<file path="config.mk">
export PLATFORM = sky130hd
export DESIGN_NAME = down_counter_timer
export DESIGN_NICKNAME = d
export VERILOG_FILES = /design/src/rtl/counter_pkg.sv /design/src/rtl/down_counter_timer.sv
export SDC_FILE = /design/constraint.sdc
export NUM_CORES = 1
export LEC_CHECK = 0
export CAP_MARGIN = 20
export CORE_MARGIN = 5
export CORE_UTILIZATION = 45
export CTS_CLUSTER_SIZE = 16
export DETAILED_ROUTE_END_ITERATION = 6
export DONT_BUFFER_PORTS = 1
export GPL_TIMING_DRIVEN = 1
export PLACE_DENSITY = 0.57
export SYNTH_ARGS = -nofsm -noshare
export SYNTH_HDL_FRONTEND = slang
export SYNTH_SLANG_ARGS = --single-unit
</file>
<file path="constraint.sdc">
create_clock -name clk -period 2.8 [get_ports clk]
set_input_delay 0 -clock clk [delete_from_list [all_inputs] [get_ports clk]]
set_output_delay 0 -clock clk [all_outputs]
set_load 0.03 [all_outputs]
</file>
<file path="src/rtl/counter_pkg.sv">
// counter_pkg: shared state encoding for counter blocks and their benches
package counter_pkg;
  typedef enum logic [1:0] {IDLE, RUN, PAUSE, DONE} state_t;
endpackage

</file>
<file path="src/rtl/down_counter_timer.sv">
// down_counter_timer: loadable down counter with pause, one-cycle done pulse and optional auto-reload
module down_counter_timer
  import counter_pkg::*;
#(
  parameter int N_BITS = 4
) (
  input  logic              clk,
  input  logic              syn_rst,
  input  logic              load,
  input  logic [N_BITS-1:0] load_val,
  input  logic              start,
  input  logic              pause,
  input  logic              auto_reload,
  output logic [N_BITS-1:0] count,
  output logic              done,
  output logic              busy
);
  localparam logic [N_BITS-1:0] ONE = 1;
  state_t            r_state;
  logic [N_BITS-1:0] r_reload;
  always_ff @(posedge clk) begin
    if (syn_rst) begin
      r_state  <= IDLE;
      r_reload <= '0;
      count    <= '0;
      done     <= 1'b0;
      busy     <= 1'b0;
    end else if (load) begin
      r_state  <= IDLE;
      r_reload <= load_val;
      count    <= load_val;
      done     <= 1'b0;
      busy     <= 1'b0;
    end else begin
      done <= 1'b0;
      case (r_state)
        IDLE: if (start) begin
          // zero-length countdown: pulse immediately, but never on back-to-back cycles
          if (count == '0) done <= !done;
          else begin
            r_state <= RUN;
            busy    <= 1'b1;
          end
        end
        RUN: if (pause) r_state <= PAUSE;
        else if (count <= ONE) begin
          r_state <= DONE;
          count   <= '0;
          done    <= 1'b1;
          busy    <= 1'b0;
        end else count <= count - ONE;
        PAUSE: if (!pause) r_state <= RUN;
        DONE: if (auto_reload && r_reload != '0) begin
          r_state <= RUN;
          count   <= r_reload;
          busy    <= 1'b1;
        end else r_state <= IDLE;
        default: r_state <= IDLE;
      endcase
    end
  end
endmodule

</file>
==> results of run 1 <==
[area by class of cell]
cell class                      count  area share [%]
Multi-Input combinational cell     63            51.9
Timing Repair Buffer               10            12.1
Inverter                            4            1.82
Clock buffer                        3            2.72
Sequential cell                    12            29.0
Tap cell                           16            2.42
[synthesized netlist by cell type (all sizes together), types with 3 or more instances]
master  instances
and2            3
dfxtp          12
o221ai          3
mux2i           3
nand2           5
inv             4
a211oi          3
ha              3
nor2            9
nor3            3
buf             4
a21oi           6
[how the worst max path moves through the flow]
stage	from	end	slack [ps]	cells after the start
floorplan	count[0]	count[0]	1090	6
global placement	count[1]	count[1]	900	6
detailed placement	count[0]	count[1]	940	6
CTS	count[0]	done	460	7
global route	count[1]	done	340	7
finish	count[1]	done	460	7
[where the power goes]
group	switching (µW)	internal [µW]
registers	26.4	181
clock network	58.4	49.7
logic	42.1	45.0
total	127	276
[sequential cells by signal, indices dropped and copies added (netlist names)]
| register | cells |
|---|---|
| r_state | 2 |
| r_reload | 4 |
| busy | 1 |
| done | 1 |
| count | 4 |
[per-stage QoR]
stage	power (µW)	area, µm²
final	403	827
after global placement	282	704
after floorplan	272	707
after detailed placement	283	704
after global routing	428	827
after CTS	408	827
[layer usage]
layer / track usage, % / wire, µm / vias up
li1: - / - / 330
met1: 18.3 / 858 / 302
met2: 25.0 / 828 / 10
met3: 5.42 / 94 / 2
met4: 5.24 / 16 / 0
met5: 0 / 0 / -
[critical path, delay by kind of cell, from the launching register on]
kind,cells,cell delay [ps]
buffers and inverters,2,730
AND/OR/NAND/NOR,3,600
flip-flops,1,570
adder cells (fa/ha/maj),1,230
AO/OA/AOI/OAI,1,100
[cells by family after synthesis]
| family | synth area share, % |
|---|---|
| flops | 34.0 |
| compound gates | 28.1 |
| simple gates | 23.0 |
| mux | 4.25 |
| buf+inv | 5.31 |
| fa+ha+maj | 5.31 |
[timing repair]
item                       in CTS  in global routing
hold endpoints to repair       12                  0
hold buffers                   10                  0
setup endpoints to repair       0                  0
==> impl_metrics.env, run 1 <==
export IMPL_outcome="finished clean"
export IMPL_synth_top_area_share_pct=34.0
export IMPL_worstMarginPinSlew_ps=440
export IMPL_fin_nets=107
export IMPL_pwr_density_cell_nw_per_um2=487
export IMPL_place_inst=95
export IMPL_drt_initial_drc_count=16
export IMPL_multi_input_area_um2=429
export IMPL_io_buffer_count=0
export IMPL_finalWeightedCongestion=0.807
export IMPL_ioPinCount=16
export IMPL_final_min_clock_period_ps=2340
export IMPL_hold_violations=0
export IMPL_start_util_pct=46.9
export IMPL_cpPeakStageDelay_ps=570
export IMPL_cts_setup_buffers=0
export IMPL_r2r_cells=7
export IMPL_ys_ff_latch=12
export IMPL_synth_seq_area_share_pct=34.0
export IMPL_synth_main_ff_cell="dfxtp_1"
export IMPL_maxSlewHeadroom_pct=70.7
export IMPL_final_common_cell="dfxtp_1"
export IMPL_die_area_um2=2460
export IMPL_grt_start_max_net_pins=12
export IMPL_worstHoldPathCells=3
export IMPL_syn_num_nets=97
export IMPL_rsz0062_at_grt="false"
export IMPL_max_cap_violations=0
export IMPL_cts_resized=0
export IMPL_firstDrtPassIters=4
export IMPL_die_w_um=49.6
export IMPL_fin_crit_sh_pct=83.4
export IMPL_antenna_found_initial=0
export IMPL_synth_area_leader_cell="dfxtp_1"
export IMPL_regArea_um2=240
export IMPL_cts_buffers=3
export IMPL_path_cells="inv_1, ha_1, or2_2, and2_1, nand3b_1, a2111oi_0, dlygate4sd3_1"
export IMPL_die_h_um=49.6
export IMPL_setup_viol=0
export IMPL_syn_area_um2=707
export IMPL_worstSetupPathType="flop to flop"
export IMPL_p_leak_uw=0.000331
export IMPL_root_buffer="clkbuf_4"
export IMPL_drc=0
export IMPL_fin_hold_ws_ps=2.82
export IMPL_path_clk_slew_ps=80
export IMPL_ir_drop_uv=342
export IMPL_fin_util_pct=54.9
export IMPL_reg2reg_to="done"
export IMPL_netlist_instances=84
export IMPL_worstHoldEndpoint="r_reload[3]"
export IMPL_detail_route_antenna_nets=0
export IMPL_finalClockSkew_ps=0.683
export IMPL_synthTopCellsByArea="dfxtp_1, ha_1, nor2_1"
export IMPL_synth_edf_count=0
export IMPL_ys_async_sr_fraction_pct=0
export IMPL_mostFrequentLayoutCells="dfxtp_1, dlygate4sd3_1, nor2_1"
export IMPL_cts_tree="built"
export IMPL_wire_per_inst_um=16.6
export IMPL_synth_cell_type_count=34
export IMPL_cp_required_ps=2960
export IMPL_antenna_cells=0
export IMPL_ys_warn_count=0
export IMPL_vias_per_cell=5.96
export IMPL_syn_avg_cell_area_um2=8.42
export IMPL_fin_cells=108
export IMPL_syn_to_final_growth_pct=17.0
export IMPL_grt_overflow_total=0
export IMPL_min_from="load"
export IMPL_cp_slowest_cell="dfxtp_1"
export IMPL_first_global_vias=616
export IMPL_drt_wl_total_um=1800
export IMPL_fill_cells=163
export IMPL_cts_path_max_buffers=2
export IMPL_clock_sinks=12
export IMPL_insertion_delay_ps=270
export IMPL_crit_fanout=4
export IMPL_endpoint_kind="flop"
export IMPL_dp_worst_setup_slack_ps=939
export IMPL_cp_start_kind="flop"
export IMPL_core_um2=1510
export IMPL_hp_class="input port to flop"
export IMPL_dpl_hpwl_um=1250
export IMPL_grt_usage_pct=15.3
export IMPL_drv_slew=0
export IMPL_fin_setup_tns_ps=0
export IMPL_vias=644
export IMPL_crit_arrival_ps=2500
export IMPL_ff2ff_setup_slack_ps=460
export IMPL_max_freq_mhz=428
export IMPL_grt_pass1_wl_um=2910
export IMPL_drive_gt1_share_pct=7.61
export IMPL_r2r_start="count[1]"
export IMPL_htreeDepth=1
export IMPL_fin_ws_ps=465
export IMPL_rows=14
No activity file was read; power rests on OpenSTA's default activity.
==> run 2, diff against run 1 <==
--- a/config.mk
+++ b/config.mk
@@ -12,7 +12,7 @@
 export DETAILED_ROUTE_END_ITERATION = 6
 export DONT_BUFFER_PORTS = 1
 export GPL_TIMING_DRIVEN = 1
-export PLACE_DENSITY = 0.57
+export PLACE_DENSITY = 0.59
 export SYNTH_ARGS = -nofsm -noshare
 export SYNTH_HDL_FRONTEND = slang
 export SYNTH_SLANG_ARGS = --single-unit
==> constraint.sdc (replaced) <==
create_clock -name clk -period 1.9 [get_ports clk]
set_input_delay 0 -clock clk [delete_from_list [all_inputs] [get_ports clk]]
set_output_delay 0 -clock clk [all_outputs]
set_load 0.03 [all_outputs]
==> impl_metrics.env, run 2 (same netlist as run 1, synthesis figures left out) <==
export IMPL_fin_nets=112
export IMPL_rsz0062_at_grt="false"
export IMPL_p_clk_share_pct=32.0
export IMPL_drc=0
export IMPL_vias_per_cell=5.73
export IMPL_wire_per_inst_um=15.2
export IMPL_worstSetupPathType="flop to flop"
export IMPL_antenna_cells=0
export IMPL_syn_to_final_growth_pct=24.1
export IMPL_setup_viol=0
export IMPL_path_cells="inv_1, ha_1, or2_2, a211oi_1, o221ai_1, a21oi_1"
export IMPL_final_common_cell="dfxtp_1"
export IMPL_rows=14
export IMPL_drv_slew=0
export IMPL_grt_usage_pct=15.0
export IMPL_die_h_um=49.6
export IMPL_seq_power_share_pct=43.7
export IMPL_fill_cells=143
export IMPL_core_um2=1510
export IMPL_multi_input_area_um2=429
export IMPL_wl_met3_um=89
export IMPL_wl_met2_um=819
export IMPL_die_w_um=49.6
export IMPL_cts_path_max_buffers=2
export IMPL_met1Wirelength_um=810
export IMPL_outcome="finished clean"
export IMPL_grt_pass1_wl_um=2930
export IMPL_cts_tree="built"
export IMPL_clock_sinks=12
export IMPL_p_sw_uw=197
export IMPL_finalClockSkew_ps=6.09
export IMPL_grt_overflow_total=0
export IMPL_cp_start_kind="flop"
export IMPL_dpl_hpwl_um=1260
export IMPL_maxSlewHeadroom_pct=73.3
export IMPL_ir_drop_uv=478
export IMPL_detail_route_antenna_nets=0
export IMPL_max_cap_violations=0
export IMPL_final_area_um2=877
export IMPL_hold_violations=0
export IMPL_first_global_vias=639
export IMPL_switching_share_pct=30.1
export IMPL_htreeDepth=1
export IMPL_pwr_density_cell_nw_per_um2=747
export IMPL_drt_wl_total_um=1740
export IMPL_mostFrequentLayoutCells="dfxtp_1, nor2_1, dlygate4sd3_1"
export IMPL_cp_required_ps=2100
export IMPL_dpl_cell_area_um2=749
export IMPL_cts_buffers=3
export IMPL_crit_arrival_ps=1880
export IMPL_fin_setup_tns_ps=0
export IMPL_path_clk_slew_ps=80
export IMPL_max_freq_mhz=597
export IMPL_final_min_clock_period_ps=1680
export IMPL_finalWeightedCongestion=0.789
export IMPL_die_area_um2=2460
export IMPL_power_internal_uw=458
export IMPL_insertion_delay_ps=280
export IMPL_drt_initial_drc_count=17
export IMPL_regArea_um2=241
export IMPL_cp_slowest_cell="dfxtp_2"
export IMPL_start_util_pct=46.9
export IMPL_io_buffer_count=0
export IMPL_maxUsedRoutingLayer="met4"
export IMPL_firstDrtPassIters=4
export IMPL_fin_crit_sh_pct=88.2
export IMPL_cts_setup_buffers=0
export IMPL_grt_start_max_net_pins=11
export IMPL_root_buffer="clkbuf_4"
export IMPL_endpoint_kind="flop"
export IMPL_antenna_found_initial=0
export IMPL_crit_fanout=6
export IMPL_p_leak_uw=0.000362
export IMPL_reg_top3="count: 4 flops, r_reload: 4 flops, r_state: 2 flops"
export IMPL_path_buf_inv=1
export IMPL_worstMarginPinSlew_ps=391
export IMPL_cpPeakStageDelay_ps=390
export IMPL_combPwrFrac_pct=24.4
export IMPL_cp_top_family="compound AO/OA/AOI/OAI gates"
export IMPL_hp_class="input port to flop"
export IMPL_drive_gt1_share_pct=15.3
export IMPL_vias=653
export IMPL_ioPinCount=16
run 2: cell type report:
cell class / instances / share of cell area [%]
multi-input combinational: 63 / 48.9
timing repair buffer: 15 / 15.4
tap: 16 / 2.28
clock buffer: 4 / 4.14
inverter: 4 / 1.71
sequential: 12 / 27.5
run 2: worst paths after layout:
kind | start | to | slack, ps | cells after the start
max | count[0] | count[0] | 220 | 6
min reg2reg | r_reload[2] | r_reload[2] | 510 | 2
min | pause | r_state[0] | 10 | 3
max reg2reg | count[0] | count[0] | 220 | 6
run 2: repair_timing:
item	CTS	global route
hold buffers	9	0
resized for setup	0	1
endpoints found under the hold margin	12	0
endpoints found under the setup margin	0	1
run 2: power groups by stage:
stage | registers [µW] | clock network [µW] | logic (µW)
after floorplan | 304 | 0 | 96.5
after global placement | 291 | 0 | 136
after detailed placement | 291 | 0 | 136
after CTS | 286 | 215 | 159
after global routing | 289 | 231 | 176
final | 286 | 209 | 160
run 2: metrics by stage:
stage / hold WS [ps] / power (µW) / utilization (%) / setup slack, ps / cells
finish: 12.0 / 655 / 58.2 / 224 / 114
global route: 20.4 / 696 / 58.2 / 1.65 / 114
CTS: 11.6 / 660 / 58.1 / 162 / 114
detailed placement: 72.8 / 427 / 49.8 / 193 / 101
global placement: 70.7 / 427 / 49.8 / 231 / 101
floorplan: 147 / 400 / - / 191 / 84
run 2: layer usage:
layer,global-route usage (%),up-vias
met5,0,-
met4,5.68,0
met3,5.42,3
met2,23.9,16
met1,18.2,292
li1,-,342
run 2: worst min-delay path: cells and delay by family:
| kind | cells | cell delay, ps |
|---|---|---|
| and+or+nand+nor | 1 | 20 |
| AOI/OAI and AO/OA | 2 | 220 |
